<file path="config.mk">
export PLATFORM = sky130hd
export DESIGN_NAME = serial_adder
export DESIGN_NICKNAME = d
export VERILOG_FILES = /design/src/rtl/serial_arith_pkg.sv /design/src/rtl/serial_adder_fulladder.sv /design/src/rtl/serial_adder.sv
export SDC_FILE = /design/constraint.sdc
export NUM_CORES = 1
export LEC_CHECK = 0
export ABC_AREA = 1
export CAP_MARGIN = 30
export CORE_ASPECT_RATIO = 0.6
export CORE_MARGIN = 2
export CORE_UTILIZATION = 50
export DETAILED_ROUTE_END_ITERATION = 7
export PLACE_DENSITY = 0.8
export SETUP_SLACK_MARGIN = 0.15
export SLEW_MARGIN = 40
export SYNTH_ARGS = -nofsm -noshare
export SYNTH_HDL_FRONTEND = slang
export SYNTH_SLANG_ARGS = --single-unit
</file>
<file path="constraint.sdc">
create_clock -name clk -period 1.3 [get_ports clk]
set_input_delay 0.26 -clock clk [delete_from_list [all_inputs] [get_ports clk]]
set_output_delay 0.26 -clock clk [all_outputs]
set_load 0.01 [all_outputs]
</file>
<file path="src/rtl/serial_arith_pkg.sv">
// Shared encoding and parameter limits for the bit-serial arithmetic blocks.
package serial_arith_pkg;

    typedef enum logic [1:0] {
        ST_IDLE = 2'd0,
        ST_RUN  = 2'd1,
        ST_DONE = 2'd2
    } state_t;

    localparam int WIDTH_MIN = 2;
    localparam int WIDTH_MAX = 32;

    function automatic bit width_is_legal(input int w);
        return (w >= WIDTH_MIN) && (w <= WIDTH_MAX);
    endfunction

endpackage

</file>
<file path="src/rtl/serial_adder_fulladder.sv">
// One-bit full adder cell: combinational sum and carry of three input bits.
module fulladder (
    input  logic a_i,
    input  logic b_i,
    input  logic c_i,
    output logic s_o,
    output logic c_o
);

    assign s_o = a_i ^ b_i ^ c_i;
    assign c_o = (a_i & b_i) | (a_i & c_i) | (b_i & c_i);

endmodule

</file>
<file path="src/rtl/serial_adder.sv">
// Bit-serial WIDTH-bit adder: one full-adder cell walks the operands LSB first,
// carry held in a register, result shifted into sum from the MSB end.
module serial_adder
    import serial_arith_pkg::*;
#(
    parameter  int WIDTH = 8,
    localparam int CNT_W = $clog2(WIDTH)
) (
    input  logic             clk,
    input  logic             rst_n,
    input  logic             start,
    input  logic [WIDTH-1:0] a,
    input  logic [WIDTH-1:0] b,
    input  logic             cin,
    output logic [WIDTH-1:0] sum,
    output logic             cout,
    output logic             done,
    output logic             busy
);

    if (!width_is_legal(WIDTH)) begin : g_width_illegal
        $error("serial_adder: WIDTH must be within 2..32");
    end

    localparam logic [CNT_W-1:0] LAST_CNT = CNT_W'(WIDTH - 1);

    state_t             state_q;
    logic [WIDTH-1:0]   a_sh_q;
    logic [WIDTH-1:0]   b_sh_q;
    logic [WIDTH-1:0]   sum_q;
    logic [WIDTH-1:0]   sum_d;
    logic               carry_q;
    logic [CNT_W-1:0]   cnt_q;
    logic               done_q;
    logic               busy_q;
    logic               fa_sum;
    logic               fa_carry;

    fulladder u_fa (
        .a_i (a_sh_q[0]),
        .b_i (b_sh_q[0]),
        .c_i (carry_q),
        .s_o (fa_sum),
        .c_o (fa_carry)
    );

    // After WIDTH shifts the first computed bit has reached position 0.
    assign sum_d = {fa_sum, sum_q[WIDTH-1:1]};

    always_ff @(posedge clk or negedge rst_n) begin
        if (!rst_n) begin
            state_q <= ST_IDLE;
            a_sh_q  <= '0;
            b_sh_q  <= '0;
            sum_q   <= '0;
            carry_q <= 1'b0;
            cnt_q   <= '0;
            done_q  <= 1'b0;
            busy_q  <= 1'b0;
        end else begin
            done_q <= 1'b0;
            case (state_q)
                ST_IDLE, ST_DONE: begin
                    if (start) begin
                        a_sh_q  <= a;
                        b_sh_q  <= b;
                        carry_q <= cin;
                        cnt_q   <= '0;
                        state_q <= ST_RUN;
                        busy_q  <= 1'b1;
                    end else begin
                        state_q <= ST_IDLE;
                        busy_q  <= 1'b0;
                    end
                end
                ST_RUN: begin
                    a_sh_q  <= a_sh_q >> 1;
                    b_sh_q  <= b_sh_q >> 1;
                    carry_q <= fa_carry;
                    sum_q   <= sum_d;
                    cnt_q   <= cnt_q + CNT_W'(1);
                    if (cnt_q == LAST_CNT) begin
                        state_q <= ST_DONE;
                        busy_q  <= 1'b0;
                        done_q  <= 1'b1;
                    end
                end
                default: begin
                    state_q <= ST_IDLE;
                    busy_q  <= 1'b0;
                end
            endcase
        end
    end

    assign sum  = sum_q;
    assign cout = carry_q;
    assign done = done_q;
    assign busy = busy_q;

endmodule

</file>
==> impl_metrics.py <==
metrics = {
    "synth": {
        "yosysTopAreaCell": "dfrtp_1",
        "synth_nets": 218,
        "ys_seq_area_share_pct": 51.65,
        "synth_top_cell_area_share_pct": 51.65,
        "synth.most_common_cell": "nand2_1",
        "synth-edff-count": 0,
        "synth-main-ff-cell": "dfrtp_1",
        "async_reset_ff_share_pct": 100.0,
        "ys.warnings.count": 0,
        "avgSynthCellArea_um2": 7.950,
        "ys_types": 15,
        "ys_ff_latch": 32,
        "synthTopCellsByCount": "nand2_1, inv_1, dfrtp_1",
        "synthCells": 195,
        "synth.top_cells.by_area": "dfrtp_1, nand2_1, nand3_1, inv_1, o21ai_0",
        "netlist_area_um2": 1550,
    },
    "power": {
        "vdd_ir_drop_max_mv": 1.187,
        "p_per_area_nw_per_um2": 2491,
        "leakagePower_nw": 1.159,
    },
    "critical_path": {
        "required_ns": 1.47,
        "path_buf_inv": 2,
        "crit_arrival_ns": 1.40,
        "r2r_start": "cout",
        "reg2reg_depth": 6,
        "worst-path-stages": 6,
        "cp-startpoint": "cout",
        "cpLargestDelayFamily": "flip-flops",
        "critPathKind": "reg -> reg",
        "r2r_end": "cout",
        "r2r_setup_slack_ns": 0.07,
        "slowest_delay_ns": 0.41,
        "crit_path_frequent_cell": "nand3_1",
        "crit_slowest_cell": "dfrtp_1",
        "cp_max_fo": 2,
        "crit_chain": "buf_6, fa_2, inv_2, nand3_1, nand3_1, nand2_1",
        "cp-end-kind": "flop",
        "cp-start-kind": "flop",
        "worstSetupEndpoint": "cout",
    },
    "sta": {
        "setup_slack_ns": 0.06829,
        "slew_headroom_pct": 88.38,
        "min_period_ns": 1.232,
        "whs_ns": 0.3333,
        "worst_slew_pin_slew_ns": 0.1742,
        "final_hold_viol_count": 0,
        "fin_skew_ns": 0.006836,
        "finalMaxSlewViolations": 0,
        "max_freq_ghz": 0.8119,
        "rsz0062_at_grt": "true",
        "setup_viol": 0,
        "finalCritPeriodShare_pct": 94.75,
    },
    "global_route": {
        "grt_pass1_vias": 1185,
        "antenna_found_initial": 0,
        "grt_max_degree": 33,
        "grt_first_pass_wirelength_um": 5271,
        "grt-ovfl-total": 0,
        "grt.total_usage_pct": 20.83,
    },
    "finish": {
        "final_util_pct": 71.10,
        "antennaDiodeCount": 0,
        "regArea_um2": 802.0,
        "multi_input_area_um2": 551.8,
        "syn_to_final_growth_pct": 33.41,
        "drive_above_1_share_pct": 19.67,
        "fin_cells": 286,
        "n_fill_cell": 238,
        "fin_area_um2": 2068,
        "final_nets": 266,
    },
    "placement": {
        "post-place-ws_ns": -0.007475,
        "io_buffers": 30,
        "gp_congestion": 0.7761,
        "placement.cell_area_um2": 1946,
        "place_hpwl_um": 2142,
        "place_inst": 267,
    },
    "clock_tree": {
        "cts_tree": "built",
        "clkSinkCount": 32,
        "clockRootBuffer": "clkbuf_8",
        "worst_skew_pair.late_latency_ns": 0.28,
        "cts.htree.levels": 2,
        "postCtsHoldBufs": 0,
        "cts_made_buffers": 5,
        "cts_buffer_depth": 2,
        "clk_pin_slew_ns": 0.07,
    },
    "die": {
        "die_x_um": 75.89,
        "die_area_um2": 3576,
        "die_h_um": 47.13,
        "floorplan.initialDensity_pct": 53.29,
        "core_region_area_um2": 2909,
        "ios": 31,
        "row_count": 15,
    },
    "routing": {
        "wl_per_cell_um": 11.66,
        "drc_errors": 0,
        "drt_pre_antenna_iters": 4,
        "drt_wl_total_um": 3334,
        "vias": 1350,
        "postRouteAntennaNets": 0,
        "viasPerCell": 4.720,
        "drtIter0Drc": 91,
    },
    "job": {
        "max_cap_violations": 0,
    },
    "min_path": {
        "hold_class": "in -> async",
    },
    "outcome": {
        "status": "finished, final reports clean",
    },
}
==> how the worst min path moves through the flow <==
| stage | startpoint | to | slack (ns) | cells past startpoint |
|---|---|---|---|---|
| CTS | rst_n | b_sh_q[2] | 0.34 | 2 |
| global route | rst_n | a_sh_q[0] | 0.34 | 2 |
| floorplan | rst_n | a_sh_q[0] | -0.04 | 0 |
| finish | rst_n | sum[6] | 0.33 | 2 |
| detailed placement | b_sh_q[6] | b_sh_q[6] | 0.46 | 2 |
| global placement | cnt_q[1] | cnt_q[1] | 0.46 | 2 |
==> cell usage in the layout (no fill, tap or decap), drive strengths merged <==
| cell type | instances |
|---|---|
| fa | 1 |
| clkbuf | 7 |
| clkinv | 3 |
| a21oi | 1 |
| ha | 2 |
| clkdlybuf4s50 | 19 |
| buf | 28 |
| nand3 | 31 |
| nand2 | 69 |
| inv | 38 |
| o21ai | 9 |
| nor2 | 4 |
| dfrtp | 32 |
==> timing repair <==
item                                    in CTS  in global routing
pin swaps                                    4                  4
gates cloned                                 0                  0
buffers inserted                             9                  2
hold endpoints to repair                     0                  0
endpoints found under the setup margin      14                 12
resized for setup                           38                  8
==> through the flow <==
stage                     total power [mW]  setup TNS [ns]
final                                5.152               0
after global routing                 5.584               0
after CTS                            5.081               0
after detailed placement             4.208       -0.007475
after global placement               4.139               0
after floorplan                      3.350               0
==> cell families (layout without fill, tap and decap cells) <==
| kind of cell | count (synthesis) | after routing | synth area share (%) |
|---|---|---|---|
| AO/OA/AOI/OAI | 10 | 10 | 3.228 |
| flip-flops | 32 | 32 | 51.65 |
| AND/OR/NAND/NOR | 104 | 104 | 29.14 |
| buffers and inverters | 46 | 95 | 13.08 |
| adder cells (fa/ha/maj) | 3 | 3 | 2.905 |
==> area by class of cell <==
class | count | share of cell area [%]
sequential | 32 | 38.78
clock buffer | 5 | 3.327
tap | 42 | 2.541
timing repair buffer | 49 | 20.75
inverter | 38 | 7.018
clock inverter | 3 | 0.9074
multi-input combinational | 117 | 26.68
==> where the power goes <==
group	switching [mW]	internal (mW)	total, mW
clock network	0.384	0.373	0.757
registers	0.275	1.48	1.75
logic	1.46	1.18	2.64
==> sequential cells by signal, indices dropped and copies added (netlist names) <==
name,count
a_sh_q,8
b_sh_q,8
sum,8
cnt_q,3
state_q,2
busy,1
cout,1
done,1
==> routing by layer <==
metal	track usage [%]	wire length, um	vias to the layer above
li1	-	-	680
met1	28.45	1558	599
met5	0	0	-
met3	6.652	285	8
met4	7.719	42	0
met2	31.72	1448	63
Note: power is estimated with default switching activity, not from simulation.
